[config.mk]
export PLATFORM = sky130hd
export DESIGN_NAME = vga_pattern_ctrl
export DESIGN_NICKNAME = d
export VERILOG_FILES = /design/src/rtl/vga_pattern_ctrl.sv
export SDC_FILE = /design/constraint.sdc
export NUM_CORES = 1
export LEC_CHECK = 0
export ABC_AREA = 0
export ABC_CLOCK_PERIOD_IN_PS = 2400
export BUFFER_PORTS_ARGS = -buffer_cell sky130_fd_sc_hd__buf_2
export CORE_MARGIN = 2
export CORE_UTILIZATION = 56
export DETAILED_ROUTE_END_ITERATION = 7
export PLACE_DENSITY = 0.76
export SLEW_MARGIN = 20
export SYNTH_ARGS = -nofsm -noshare
export SYNTH_HDL_FRONTEND = slang
export SYNTH_SLANG_ARGS = --single-unit
[constraint.sdc]
create_clock -name vga_clk -period 2.4 [get_ports vga_clk]
set_input_delay 0.48 -clock vga_clk [delete_from_list [all_inputs] [get_ports vga_clk]]
set_output_delay 0.48 -clock vga_clk [all_outputs]
set_load 0.02 [all_outputs]
[src/rtl/vga_pattern_ctrl.sv]
// vga_pattern_ctrl
// Front-end for the VGA pattern generator. It debounces the pushbuttons,
// queues the resulting requests and applies pattern changes only at frame
// start. A long pb_enter press toggles an auto-cycle mode.

// Debounce FSM for one synchronised button level.
// It emits one-cycle press/release pulses and reports the held state.
module vga_pattern_ctrl_debounce #(
  parameter logic [15:0] CYCLES = 16'd50000
) (
  input  logic vga_clk,
  input  logic rst_n,
  input  logic level,
  output logic press,
  output logic rel,
  output logic held
);

  typedef enum logic [1:0] {REL, REL_CHK, PRS, PRS_CHK} db_state_t;

  db_state_t   state;
  logic [15:0] cnt;

  // The level must stay stable for CYCLES cycles before a transition is accepted.
  always_ff @(posedge vga_clk or negedge rst_n) begin
    if (!rst_n) begin
      state <= REL;
      cnt   <= 16'd0;
      press <= 1'b0;
      rel   <= 1'b0;
    end else begin
      press <= 1'b0;
      rel   <= 1'b0;
      case (state)
        REL: begin
          if (level) begin
            state <= REL_CHK;
            cnt   <= 16'd0;
          end
        end
        REL_CHK: begin
          if (!level) begin
            state <= REL;
          end else if (cnt == CYCLES - 16'd1) begin
            state <= PRS;
            press <= 1'b1;
          end else begin
            cnt <= cnt + 16'd1;
          end
        end
        PRS: begin
          if (!level) begin
            state <= PRS_CHK;
            cnt   <= 16'd0;
          end
        end
        PRS_CHK: begin
          if (level) begin
            state <= PRS;
          end else if (cnt == CYCLES - 16'd1) begin
            state <= REL;
            rel   <= 1'b1;
          end else begin
            cnt <= cnt + 16'd1;
          end
        end
        default: state <= REL;
      endcase
    end
  end

  // Held covers the whole pressed phase, including the release-check window.
  assign held = (state == PRS) || (state == PRS_CHK);

endmodule

module vga_pattern_ctrl #(
  parameter logic [15:0] DEBOUNCE_CYCLES = 16'd50000,
  parameter logic [7:0]  AUTO_FRAMES     = 8'd60,
  parameter logic [7:0]  LONG_FRAMES     = 8'd120
) (
  input  logic       vga_clk,
  input  logic       rst_n,
  input  logic       pb_up,
  input  logic       pb_enter,
  input  logic       v_sync,
  output logic [2:0] color_pattern,
  output logic       pattern_update,
  output logic       pattern_reset,
  output logic       auto_mode
);

  logic       up_s1, up_s2, en_s1, en_s2;
  logic       v_sync_r;
  logic       frame_start;
  logic       up_press, up_rel, up_held;
  logic       en_press, en_rel, en_held;
  logic       up_unused;
  logic       pend_up, pend_rst;
  logic       long_done;
  logic [7:0] hold_cnt;
  logic [7:0] hold_nxt;
  logic [7:0] auto_cnt;
  logic       long_hit;

  // Two-flop synchronisers for the raw buttons, plus the v_sync edge register.
  // NOTE: non-blocking assignments make every flop sample the old value of its
  // predecessor; blocking here would collapse the chain into a single flop.
  always_ff @(posedge vga_clk or negedge rst_n) begin
    if (!rst_n) begin
      up_s1    <= 1'b0;
      up_s2    <= 1'b0;
      en_s1    <= 1'b0;
      en_s2    <= 1'b0;
      v_sync_r <= 1'b1;
    end else begin
      up_s1    <= pb_up;
      up_s2    <= up_s1;
      en_s1    <= pb_enter;
      en_s2    <= en_s1;
      v_sync_r <= v_sync;
    end
  end

  assign frame_start = v_sync_r & ~v_sync;

  vga_pattern_ctrl_debounce #(.CYCLES(DEBOUNCE_CYCLES)) u_db_up (
    .vga_clk (vga_clk),
    .rst_n   (rst_n),
    .level   (up_s2),
    .press   (up_press),
    .rel     (up_rel),
    .held    (up_held)
  );

  vga_pattern_ctrl_debounce #(.CYCLES(DEBOUNCE_CYCLES)) u_db_enter (
    .vga_clk (vga_clk),
    .rst_n   (rst_n),
    .level   (en_s2),
    .press   (en_press),
    .rel     (en_rel),
    .held    (en_held)
  );

  // The up button only needs its press pulse.
  assign up_unused = up_rel ^ up_held;

  // A long press is recognised on the frame start that brings hold_cnt to LONG_FRAMES.
  assign hold_nxt = (hold_cnt == 8'hFF) ? hold_cnt : hold_cnt + 8'd1;
  assign long_hit = en_held & frame_start & ~long_done & (hold_nxt == LONG_FRAMES);

  // Request queueing, long-press tracking and the frame-start apply step.
  always_ff @(posedge vga_clk or negedge rst_n) begin
    if (!rst_n) begin
      color_pattern  <= 3'd0;
      pattern_update <= 1'b0;
      pattern_reset  <= 1'b0;
      auto_mode      <= 1'b0;
      pend_up        <= 1'b0;
      pend_rst       <= 1'b0;
      long_done      <= 1'b0;
      hold_cnt       <= 8'd0;
      auto_cnt       <= 8'd0;
    end else begin
      pattern_update <= 1'b0;
      pattern_reset  <= 1'b0;

      // Apply step: reset beats manual step beats auto step.
      if (frame_start) begin
        if (pend_rst) begin
          color_pattern  <= 3'd0;
          pattern_update <= 1'b1;
          pattern_reset  <= 1'b1;
          pend_rst       <= 1'b0;
          pend_up        <= 1'b0;
          auto_cnt       <= 8'd0;
        end else if (pend_up) begin
          color_pattern  <= color_pattern + 3'd1;
          pattern_update <= 1'b1;
          pend_up        <= 1'b0;
          auto_cnt       <= 8'd0;
        end else if (auto_mode && auto_cnt == AUTO_FRAMES - 8'd1) begin
          color_pattern  <= color_pattern + 3'd1;
          pattern_update <= 1'b1;
          auto_cnt       <= 8'd0;
        end else if (auto_mode) begin
          auto_cnt <= auto_cnt + 8'd1;
        end
      end

      // Hold tracking while pb_enter is down.
      if (en_press) begin
        hold_cnt  <= 8'd0;
        long_done <= 1'b0;
      end else if (en_held && frame_start) begin
        hold_cnt <= hold_nxt;
      end

      if (long_hit) begin
        auto_mode <= ~auto_mode;
        long_done <= 1'b1;
        auto_cnt  <= 8'd0;
      end

      // New requests land after the apply step, so a press coinciding with
      // frame start is held over to the next frame.
      if (up_press) begin
        pend_up <= 1'b1;
      end
      if (en_rel && !long_done && !long_hit) begin
        pend_rst <= 1'b1;
      end

      // The auto interval counter rests at zero while auto mode is off.
      if (!auto_mode && !long_hit) begin
        auto_cnt <= 8'd0;
      end
    end
  end

endmodule

; ---- Word level (Yosys, flattened, before mapping)
; Index checks and enable logic that the tools add are counted.
[totals]
reg_bits = 69
in_bits = 5
out_inout_bits = 6
wordCells = 138
[op_classes]
addsub = 5
eq_ne = 23
mux = 58
n_bitwise = 7
n_reduce_logical = 24
[ops]
columns = cell, n
row1 = $mux 16, 10
row2 = $pmux 16 s4, 2
row3 = $mux 8, 10
row4 = $add 16x1->16 const B, 2
row5 = $eq 16x16->1 const B, 2
row6 = $mux 2, 12
row7 = $mux 1, 19
row8 = $add 8x1->8 const B, 2
row9 = $ne 2x2->1 const B, 8
row10 = $pmux 2 s4, 2
row11 = $reduce_and 4->1, 4
row12 = $ne 3x2->1 const B, 4
row13 = $mux 3, 3
row14 = $eq 2x2->1 const B, 4
row15 = $eq 8x6->1 const B, 1
row16 = $eq 8x7->1 const B, 1
row17 = $eq 8x8->1 const B, 1
row18 = $reduce_bool 2->1, 4
row19 = $reduce_bool 3->1, 2
row20 = $reduce_bool 6->1, 1
row21 = $logic_and 1x1->1, 5
row22 = $and 1x1->1, 4
row23 = $eq 2x1->1 const B, 2
row24 = $logic_not 2->1, 2
row25 = other kinds (5), 10

; ---- Logic depth before layout (Yosys ltp)
; Gate-level depths: netlist of the first run.
[logic_depth]
ltp_word = 9
mapped_depth = 8
mapped_depth_nobuf = 7

; ---- Modules after synthesis
; Synthesis of the first run repeated with hierarchy kept, for this count alone.
[hier_totals]
hier_cells = 412
area_unflattened_um2 = 4070.2
[modules_own_cells]
columns = mod, instances, cells_per_inst, area_each_um2, seq_area_each_um2
row1 = vga_pattern_ctrl, 1, 167, 1681.6, 752.0
row2 = vga_pattern_ctrl_debounce at u_db_up, 1, 127, 1260.0, 500.5
row3 = vga_pattern_ctrl_debounce at u_db_enter, 1, 118, 1128.6, 500.5

; ---- Worst setup path after synthesis of the first run
; Ideal clock, no wire load.
[synth_timing]
path_type = register to register
start = register hold_cnt[0]
end = register pend_rst
setup_time_ns = 0.122
arrival_ns = 2.122
required_ns = 2.278
slack_ns = 0.156
stages_incl_launch_ff = 6
path_buffers = 1
synth_period_minus_slack_ns = 2.244
path_cell_list = dfrtp_1 -> ha_1 -> or4b_1 -> or4b_1 -> buf_2 -> a32o_1
[synth_between]
elab_chain_cells = 7
word_cells_on_any_way = 9
classes_between = add/sub: 1 / eq/ne: 2 / mux: 2 / bitwise: 1 / reduce/logical: 3
[synth_lines]
columns = item, line
row1 = "start, declared", 101  ; logic [7:0] hold_cnt;
row2 = "start signal, assigned", 196  ; hold_cnt <= hold_nxt;
row3 = $add 8x1->8 or $eq 8x8->1 (tied branches), 149  ; assign hold_nxt = (hold_cnt == 8'hFF) ? hold_cnt : hold_cnt + 8'd1;
row4 = $mux 8 (*), 149
row5 = $eq 8x7->1 (*), 150  ; assign long_hit = en_held & frame_start & ~long_done & (hold_nxt == LONG_FRAMES);
row6 = $and 1x1->1 (*), 150
row7 = $logic_not 1->1 (*), 210  ; if (en_rel && !long_done && !long_hit) begin
row8 = $logic_and 1x1->1 (*), 210
row9 = $mux 1 or $reduce_bool 2->1 (tied branches), -
row10 = "end signal, assigned", 160  ; pend_rst <= 1'b0;
row11 = "end signal, assigned", 174  ; pend_rst <= 1'b0;
row12 = "end signal, assigned", 211  ; pend_rst <= 1'b1;
row13 = "end, declared", 99  ; logic pend_up, pend_rst;
; Every way passes the cells marked *; elsewhere a longest branch is shown, timed or not.
; A chain may end at the register's enable or synchronous reset.

; ---- Worst setup path in the final report of the first run
[layout_timing]
start = register hold_cnt[1]
end = register pend_rst
; Same word-level chain as after synthesis.

==> out/qor.tcl, run 1 <==
set qor(run_status) {finished clean}
set qor(synth_edf_count) 0
set qor(synth.distinct_cells) 57
set qor(worst_setup_path_end_kind) {flip-flop}
set qor(finalHoldWorstSlack_ns) 0.121
set qor(clock_latency_ns) 0.35
set qor(tritoncts_num_sinks) 69
set qor(cts_tree) {built}
set qor(setup_total_negative_slack_ns) 0
set qor(syn-instance-count) 367
set qor(detail_route.iter0.violations) 156
set qor(maxSlewHeadroom_pct) 52.9
set qor(diodes) 0
set qor(synthesis.area_per_instance_um2) 9.76
set qor(clkSlewWorstSetupHoldPaths_ns) 0.08
set qor(ys_seq_elements) 69
set qor(rrSetupSlack_ns) 0.12
set qor(cp_slowest_stage_delay_ns) 0.55
set qor(setup_repair_after_global_routing_missed_its_margin) {false}
set qor(global_route.usage.total_pct) 21.9
set qor(kind_of_launch_point_of_the_worst_setup_path) {flip-flop}
set qor(grt_antenna_before_repair) 0
set qor(die_h_um) 84.0
set qor(fin_crit_sh_pct) 94.8
set qor(place_congestion) 0.900
set qor(worst_hold_path_type) {input pin to asynchronous set/reset pin}
set qor(skew_ns) 0.00945
set qor(finalHoldViolCount) 0
set qor(crit_path_max_fanout) 6
set qor(maxCapViolations) 0
set qor(wire_per_inst_um) 14.9
set qor(power.total_mw) 2.32
set qor(setup_viol) 0
set qor(first_global_vias) 2673
set qor(routed-via-count) 2824
set qor(worst_ep_arrival_time_ns) 2.52
set qor(cpLargestDelayFamily) {simple AND/OR/NAND/NOR gates}
set qor(path_buf_inv) 0
set qor(critPathSlowestCell) {or4b_4}
set qor(ant_nets) 0
set qor(synthesis.area_mm2) 0.00358
set qor(cts.root.buffer_cell) {clkbuf_8}
set qor(drt-vias-per-instance) 6.07
set qor(synth_warnings) 0
set qor(layout.nets) 393
set qor(ctsLongestPathBuffers) 2
set qor(min_period_ns) 2.28
set qor(vdd_drop_max_uv) 342
set qor(synth_ff_type) {dfrtp_1}
set qor(cts_setup_buffers) 0
set qor(final_layout_size_suffix_gt1_share_pct) 13.9
set qor(chip_width_um) 84.0
set qor(synth_async_sr_flop_share_pct) 100
set qor(area_growth_pct) 10.8
set qor(place_hpwl_mm) 4.74
set qor(timing.final.max_slew_violations) 0
set qor(floorplan.initialDensity_pct) 57.0
set qor(cts.htree.levels) 3
set qor(tritoncts.num_buffers) 9
set qor(pin_count_of_the_biggest_net_entering_global_routing) 46
set qor(critical_path.cell_chain) {ha_1, xor2_1, or4_1, or4b_4, a32o_1}
set qor(drt_first_pass_iters) 5
set qor(route.detailed.drc) 0
set qor(design_area_mm2) 0.00397
set qor(postLayoutCoreUtil_pct) 63.2
set qor(placed_area_mm2) 0.00376
set qor(crit_type) {flip-flop to flip-flop}
set qor(die-area_mm2) 0.00705
set qor(worstMarginPinSlew_ns) 0.701
set qor(worst-endpoint-required_ns) 2.64
set qor(hold_bufs_inserted_after_cts) 0
set qor(synth.yosys.seq_area_share_pct) 48.3
set qor(gr-total-overflow) 0
set qor(floorplan.io_pins) 11
set qor(final.fill_count) 498
set qor(cts_repair_resize_count) 0
set qor(cellPowerDensity_mw_per_mm2) 584
set qor(io_buffer_count) 10
set qor(wl_mm) 6.94
set qor(placementRows) 29
set qor(design.core.area_mm2) 0.00628
set qor(wire_length_of_the_first_global_routing_pass_mm) 12.5
set qor(static-leakage-power_nw) 1.76
set qor(fmax_ghz) 0.439
set qor(synth.net_count) 377
## area by class of cell
type	count	area, um^2	share of cell area, %
Sequential cell	69	1730	43.5
Multi-Input combinational cell	268	1730	43.6
Tap cell	77	96.3	2.43
Clock inverter	7	82.6	2.08
Inverter	11	41.3	1.04
Timing Repair Buffer	24	168	4.22
Clock buffer	9	124	3.12
## logic make-up (layout without fill, tap and decap cells)
family / Yosys count / after routing / synth area share [%]
mux: 6 / 6 / 1.82
buf+inv: 30 / 51 / 3.56
compound gates: 76 / 76 / 14.9
fa+ha+maj: 5 / 5 / 1.75
xor+xnor: 19 / 19 / 4.65
simple gates: 162 / 162 / 25.1
flops: 69 / 69 / 48.3
## worst register-to-register path, stage by stage, from the launching register on
cell and delay, ns:
dfrtp_1 0.42, ha_1 0.26, xor2_1 0.17, or4_1 0.48, or4b_4 0.55, a32o_1 0.29
## metrics by stage
stage               setup WS, ns  instances
finish                     0.124        465
global route              0.0515        465
CTS                       0.0337        465
detailed placement        0.0657        449
global placement          0.0943        449
floorplan                  0.156        367
## cell usage after synthesis (2+ instances only)
library cell,instances,area (um^2)
o31ai_1,2,15.0
a22o_1,13,114
buf_1,2,7.51
nor2b_1,3,18.8
or3_1,2,12.5
a21o_1,4,30.0
a21oi_1,6,30.0
nand4_1,12,75.1
nor2_1,29,109
nand4b_1,4,35.0
nand2_1,33,124
nor4_1,3,18.8
or4_1,5,37.5
inv_1,11,41.3
and3_1,6,37.5
nand3_1,25,125
nor3b_1,2,15.0
o21ai_0,21,105
mux2i_1,2,20.0
and4_1,5,43.8
ha_1,5,62.6
a211oi_1,9,67.6
a31o_2,3,26.3
clkbuf_1,9,33.8
a2111oi_0,2,17.5
mux2_2,4,45.0
and3b_1,2,17.5
and2_1,5,31.3
nand2b_1,6,37.5
xor2_1,5,43.8
dfrtp_1,68,1700
or4b_1,2,20.0
a31oi_1,5,31.3
buf_4,2,15.0
nor3_1,10,50.1
buf_2,6,30.0
xnor2_1,14,123
## per-layer routing
| layer | wire, um | GRT usage (%) | vias up |
|---|---|---|---|
| met4 | 133 | 10.9 | 0 |
| met1 | 3300 | 30.8 | 1365 |
| met3 | 241 | 3.66 | 15 |
| li1 | - | - | 1376 |
| met5 | 0 | 0 | - |
| met2 | 3270 | 32.9 | 68 |
## cell usage in the layout, fill, tap and decap left out, types with 10 or more instances in the layout
cell type  synthesis  layout
a22o_1            13      13
nor2_1            29      29
o21ai_0           21      21
buf_4              2      13
inv_1             11      11
nand2_1           33      33
buf_2              6      10
dfrtp_1           68      68
xnor2_1           14      14
nand4_1           12      12
nor3_1            10      10
nand3_1           25      25
## path summary, 6_finish.rpt
check                            startpoint                end  depth (start not counted)
worst max-delay path            hold_cnt[1]           pend_rst                          5
worst min-delay path                  rst_n  u_db_enter.cnt[6]                          1
worst max register to register  hold_cnt[1]           pend_rst                          5
worst min register to register        up_s1              up_s2                          0
max in group asynchronous             rst_n           v_sync_r                          2
min in group vga_clk               pb_enter              en_s1                          1
## registers in the layout, indices dropped and copies added (netlist names), 3 cells and up, named ones only
name            cells
color_pattern       3
hold_cnt            8
u_db_up.cnt        16
u_db_enter.cnt     16
auto_cnt            8
## where the power goes
part	switching (mW)	internal, mW
Combinational	0.0686	0.0428
Clock	0.491	0.496
Sequential	0.0316	1.19
Total	0.591	1.73
(Power assumes the default switching activity.)
==> run 2, diff against run 1 <==
--- a/config.mk
+++ b/config.mk
@@ -7,7 +7,7 @@
 export LEC_CHECK = 0
 export ABC_AREA = 0
 export ABC_CLOCK_PERIOD_IN_PS = 2400
-export BUFFER_PORTS_ARGS = -buffer_cell sky130_fd_sc_hd__buf_2
+export BUFFER_PORTS_ARGS = -buffer_cell sky130_fd_sc_hd__clkbuf_2
 export CORE_MARGIN = 2
 export CORE_UTILIZATION = 56
 export DETAILED_ROUTE_END_ITERATION = 7
==> run 2 against run 1 <==
Critical path depth up 1. Die area unchanged. Critical path type unchanged. Register-to-register slack about the same. Largest power group unchanged.
==> out/qor.tcl, run 2 (synthesized netlist as in run 1, its figures left out) <==
set qor(run_status) {finished clean}
set qor(clock_latency_ns) 0.34
set qor(final_layout_size_suffix_gt1_share_pct) 14.4
set qor(setup_repair_after_global_routing_missed_its_margin) {false}
set qor(layout.nets) 395
set qor(critical_path_depth) 6
set qor(place_hpwl_mm) 4.74
set qor(clkSlewWorstSetupHoldPaths_ns) 0.08
set qor(cts_setup_buffers) 0
set qor(worst_ep_arrival_time_ns) 2.50
set qor(finalHoldViolCount) 0
set qor(vdd_drop_max_uv) 406
set qor(drt_first_pass_iters) 4
set qor(r2r-start) {hold_cnt[1]}
set qor(pin_count_of_the_biggest_net_entering_global_routing) 42
set qor(worst_setup_path_end_kind) {flip-flop}
set qor(critical_path.cell_chain) {ha_1, xor2_1, or4_1, or4b_4, a32oi_1, o21ai_1}
set qor(wire_per_inst_um) 15.0
set qor(die_h_um) 84.0
set qor(wl_mm) 6.99
set qor(tritoncts_num_sinks) 69
set qor(diodes) 0
set qor(crit_type) {flip-flop to flip-flop}
set qor(skew_ns) 0.00566
set qor(timing.reg2reg.worst_path_depth) 6
set qor(area_growth_pct) 10.4
set qor(ant_nets) 0
set qor(static-leakage-power_nw) 1.75
set qor(maxCapViolations) 0
set qor(cts.root.buffer_cell) {clkbuf_8}
set qor(die-area_mm2) 0.00705
set qor(fmax_ghz) 0.439
set qor(cp_slowest_stage_delay_ns) 0.55
set qor(place_congestion) 0.830
set qor(wire_length_of_the_first_global_routing_pass_mm) 12.1
set qor(min_period_ns) 2.28
set qor(registers_with_the_most_flip_flops) {u_db_enter.cnt: 16 flops, u_db_up.cnt: 16 flops}
set qor(chip_width_um) 84.0
set qor(worst_setup_endpoint) {auto_cnt[3]}
set qor(path_buf_inv) 0
set qor(cts_tree) {built}
set qor(kind_of_launch_point_of_the_worst_setup_path) {flip-flop}
set qor(design.core.area_mm2) 0.00628
set qor(drt-vias-per-instance) 6.05
set qor(worst-endpoint-required_ns) 2.62
set qor(critical_path.reg2reg.endpoint) {auto_cnt[3]}
set qor(routed-via-count) 2826
set qor(mostFrequentLayoutCell) {dfrtp_1}
set qor(tritoncts.num_buffers) 9
set qor(crit_path_max_fanout) 6
set qor(detail_route.iter0.violations) 121
set qor(floorplan.initialDensity_pct) 57.0
set qor(ctsLongestPathBuffers) 2
set qor(setup_viol) 0
set qor(gr-total-overflow) 0
set qor(io_buffer_count) 10
set qor(floorplan.io_pins) 11
set qor(first_global_vias) 2670
set qor(cellPowerDensity_mw_per_mm2) 548
set qor(worstMarginPinSlew_ns) 0.691
set qor(cpLargestDelayFamily) {simple AND/OR/NAND/NOR gates}
set qor(placed_area_mm2) 0.00377
set qor(grt_antenna_before_repair) 0
set qor(maxSlewHeadroom_pct) 53.6
set qor(timing.final.max_slew_violations) 0
set qor(hold_bufs_inserted_after_cts) 0
set qor(critical_path.startpoint) {hold_cnt[1]}
set qor(fin_crit_sh_pct) 95.0
set qor(route.detailed.drc) 0
set qor(setup_total_negative_slack_ns) 0
set qor(critPathSlowestCell) {or4b_4}
set qor(design_area_mm2) 0.00395
set qor(rrSetupSlack_ns) 0.12
set qor(global_route.usage.total_pct) 21.1
set qor(placementRows) 29
set qor(worst_hold_path_type) {input pin to asynchronous set/reset pin}
set qor(layout_common_cells) {68 x dfrtp_1, 33 x nand2_1, 29 x nor2_1, 25 x nand3_1, 21 x o21ai_0}
set qor(cts.htree.levels) 3
[run 2: metrics by stage]
| step | utilization, % | power [mW] | setup WS [ns] | hold slack [ns] | instances |
|---|---|---|---|---|---|
| 6_report | 63.0 | 2.17 | 0.120 | 0.173 | 467 |
| 5_1_grt | 63.0 | 2.25 | 0.0417 | 0.220 | 467 |
| 4_1_cts | 62.9 | 2.19 | 0.0561 | 0.185 | 467 |
| 3_5_place_dp | 60.1 | 1.36 | 0.0707 | 0.336 | 451 |
| 2_1_floorplan | - | 1.30 | 0.156 | 0.184 | 367 |
| 3_3_place_gp | 60.1 | 1.35 | 0.108 | 0.333 | 451 |
[run 2: report_power, final]
| part | internal (mW) | switching (mW) | leakage (nW) | total [mW] |
|---|---|---|---|---|
| Sequential | 1.19 | 0.0304 | 0.932 | 1.22 |
| Clock | 0.377 | 0.457 | 0.0856 | 0.834 |
| Combinational | 0.0451 | 0.0691 | 0.734 | 0.114 |
| Total | 1.61 | 0.556 | 1.75 | 2.17 |
[run 2: area by class of cell]
type | count | area, um^2
Timing Repair Buffer | 26 | 183
Inverter | 11 | 41.3
Sequential cell | 69 | 1730
Clock inverter | 7 | 51.3
Clock buffer | 9 | 124
Multi-Input combinational cell | 268 | 1730
Fill cell | 520 | 2320
Tap cell | 77 | 96.3
[run 2: worst min-delay path by stage]
stage,start,to,slack [ns]
after CTS,rst_n,hold_cnt[6],0.19
after floorplan,rst_n,asynchronous set/reset pin,0.18
after global placement,up_s1,up_s2,0.33
after detailed placement,en_s1,en_s2,0.34
final,rst_n,auto_cnt[0],0.17
after global routing,rst_n,hold_cnt[6],0.22
[run 2: layer usage]
layer	GRT usage, %	vias up	wire, um
met3	3.46	13	211
met5	0	-	0
met1	28.8	1367	3360
met2	32.8	60	3270
met4	10.3	0	150
li1	-	1386	-
[run 2: timing repair]
action,in CTS,in global routing
hold endpoints to repair,0,0
setup endpoints to repair,0,2
gates resized for setup,0,1
[run 2: worst register-to-register path: stages, from the launching register on]
cell and delay [ns]:
dfrtp_1 0.42, ha_1 0.26, xor2_1 0.17, or4_1 0.49
or4b_4 0.55, a32oi_1 0.18, o21ai_1 0.09
==> run 3, diff against run 2 <==
--- a/config.mk
+++ b/config.mk
@@ -8,11 +8,12 @@
 export ABC_AREA = 0
 export ABC_CLOCK_PERIOD_IN_PS = 2400
 export BUFFER_PORTS_ARGS = -buffer_cell sky130_fd_sc_hd__clkbuf_2
-export CORE_MARGIN = 2
-export CORE_UTILIZATION = 56
+export CORE_ASPECT_RATIO = 1.2
+export CORE_UTILIZATION = 57
 export DETAILED_ROUTE_END_ITERATION = 7
-export PLACE_DENSITY = 0.76
+export PLACE_DENSITY = 0.77
 export SLEW_MARGIN = 20
 export SYNTH_ARGS = -nofsm -noshare
 export SYNTH_HDL_FRONTEND = slang
+export SYNTH_HIERARCHICAL = 1
 export SYNTH_SLANG_ARGS = --single-unit
==> run 3 against run 2 <==
Cell count up 9.0%. Die area rose by 5.2%. Clock skew rose by 0.0015 ns. Non-clock buffer count decreased by 10. Clock-buffer cell count up 1. Largest power group unchanged. Highest routed layer unchanged.
==> out/qor.tcl, run 3 <==
set qor(crit_type) {flip-flop to flip-flop}
set qor(detail_route.iter0.violations) 214
set qor(placementRows) 33
set qor(timing.final.max_slew_violations) 0
set qor(synthesis.area_mm2) 0.00403
set qor(run_status) {finished clean}
set qor(cellPowerDensity_mw_per_mm2) 650
set qor(worstMarginPinSlew_ns) 0.888
set qor(die_h_um) 94.2
set qor(chip_width_um) 78.8
set qor(synth_warnings) 6
set qor(placed_area_mm2) 0.00409
set qor(floorplan.io_pins) 11
set qor(mostFrequentLayoutCell) {dfrtp_1}
set qor(setup_repair_after_global_routing_missed_its_margin) {false}
set qor(design_area_mm2) 0.00435
set qor(wire_length_of_the_first_global_routing_pass_mm) 14.2
set qor(cts.root.buffer_cell) {clkbuf_8}
set qor(crit_path_max_fanout) 10
set qor(cts.htree.levels) 3
set qor(vdd_drop_max_uv) 439
set qor(cts_repair_resize_count) 0
set qor(min_period_ns) 2.19
set qor(syn-instance-count) 409
set qor(worst-endpoint-required_ns) 2.61
set qor(fmax_ghz) 0.456
set qor(drt-vias-per-instance) 6.46
set qor(fin_crit_sh_pct) 91.3
set qor(ant_nets) 0
set qor(worst_hold_path_type) {input pin to asynchronous set/reset pin}
set qor(area_growth_pct) 7.85
set qor(hold_bufs_inserted_after_cts) 0
set qor(maxSlewHeadroom_pct) 40.4
set qor(place_hpwl_mm) 5.59
set qor(finalHoldViolCount) 0
set qor(gr-total-overflow) 0
set qor(final_layout_size_suffix_gt1_share_pct) 14.9
set qor(clkSlewWorstSetupHoldPaths_ns) 0.07
set qor(wire_per_inst_um) 16.3
set qor(place_congestion) 0.880
set qor(ctsLongestPathBuffers) 2
set qor(cts_setup_buffers) 0
set qor(diodes) 0
set qor(setup_total_negative_slack_ns) 0
set qor(tritoncts.num_buffers) 9
set qor(synthesis.area_per_instance_um2) 9.86
set qor(registers_with_the_most_flip_flops) {u_db_enter/cnt: 16 flops, u_db_up/cnt: 16 flops}
set qor(clock_latency_ns) 0.35
set qor(skew_ns) 0.00716
set qor(worst_ep_arrival_time_ns) 2.40
set qor(worst_setup_endpoint) {auto_cnt[2]}
set qor(synth.net_count) 419
set qor(global_route.usage.total_pct) 24.4
set qor(static-leakage-power_nw) 1.84
set qor(route.detailed.drc) 0
set qor(io_buffer_count) 10
set qor(kind_of_launch_point_of_the_worst_setup_path) {flip-flop}
set qor(worst_setup_path_end_kind) {flip-flop}
set qor(critical_path.startpoint) {hold_cnt[0]}
set qor(design.core.area_mm2) 0.00685
set qor(first_global_vias) 3052
set qor(wl_mm) 8.28
set qor(layout_common_cells) {68 x dfrtp_1, 43 x nand3_1, 35 x nand2_1, 22 x nor2_1, 17 x a31oi_1}
set qor(rrSetupSlack_ns) 0.21
set qor(die-area_mm2) 0.00742
set qor(tritoncts_num_sinks) 69
set qor(setup_viol) 0
set qor(cts_tree) {built}
set qor(pin_count_of_the_biggest_net_entering_global_routing) 54
set qor(routed-via-count) 3286
set qor(maxCapViolations) 0
set qor(drt_first_pass_iters) 5
set qor(critical_path.reg2reg.endpoint) {auto_cnt[2]}
set qor(layout.nets) 427
set qor(grt_antenna_before_repair) 0
set qor(r2r-start) {hold_cnt[0]}
set qor(floorplan.initialDensity_pct) 58.9
set qor(timing.reg2reg.worst_path_depth) 6
run 3: critical path, cell delays in order (launching register included):
cell,delay [ns]
dfrtp_1,0.46
ha_1,0.30
nand4_1,0.18
nor3b_1,0.39
o311ai_4,0.22
o311ai_0,0.35
o211ai_1,0.14
run 3: worst min-delay path by stage:
stage,from,end,cells after the start
floorplan,rst_n,auto_cnt[0],0
global placement,up_s1,up_s2,0
detailed placement,up_s1,up_s2,0
CTS,rst_n,auto_cnt[5],1
global route,rst_n,auto_cnt[5],1
finish,rst_n,hold_cnt[5],1
run 3: power by group:
group | internal, mW | switching, mW
logic | 0.104 | 0.143
registers | 1.23 | 0.0909
clock network | 0.796 | 0.458
run 3: area by class of cell:
class	instances	area, um^2
clock buffer	10	128
tap	87	109
clock inverter	6	135
fill	592	2500
timing repair buffer	16	108
inverter	9	33.8
sequential	69	1730
multi-input combinational	312	2110
run 3: layer usage:
metal / vias up / track usage [%] / part of all wire [%]
met5: - / 0 / 0
met4: 0 / 9.57 / 1.5
met3: 12 / 4.95 / 4.6
met2: 85 / 39.4 / 49
met1: 1607 / 31.8 / 45
li1: 1582 / - / -
run 3: stage by stage:
| step | power (mW) | std cells | hold slack [ns] | setup WS [ns] | utilization [%] |
|---|---|---|---|---|---|
| floorplan | 1.52 | 409 | 0.184 | 0.509 | - |
| global placement | 1.58 | 493 | 0.334 | 0.387 | 59.6 |
| detailed placement | 1.60 | 493 | 0.335 | 0.220 | 59.6 |
| CTS | 2.85 | 509 | 0.0656 | 0.222 | 63.5 |
| global route | 2.95 | 509 | 0.0891 | 0.0295 | 63.5 |
| finish | 2.83 | 509 | 0.0721 | 0.208 | 63.5 |
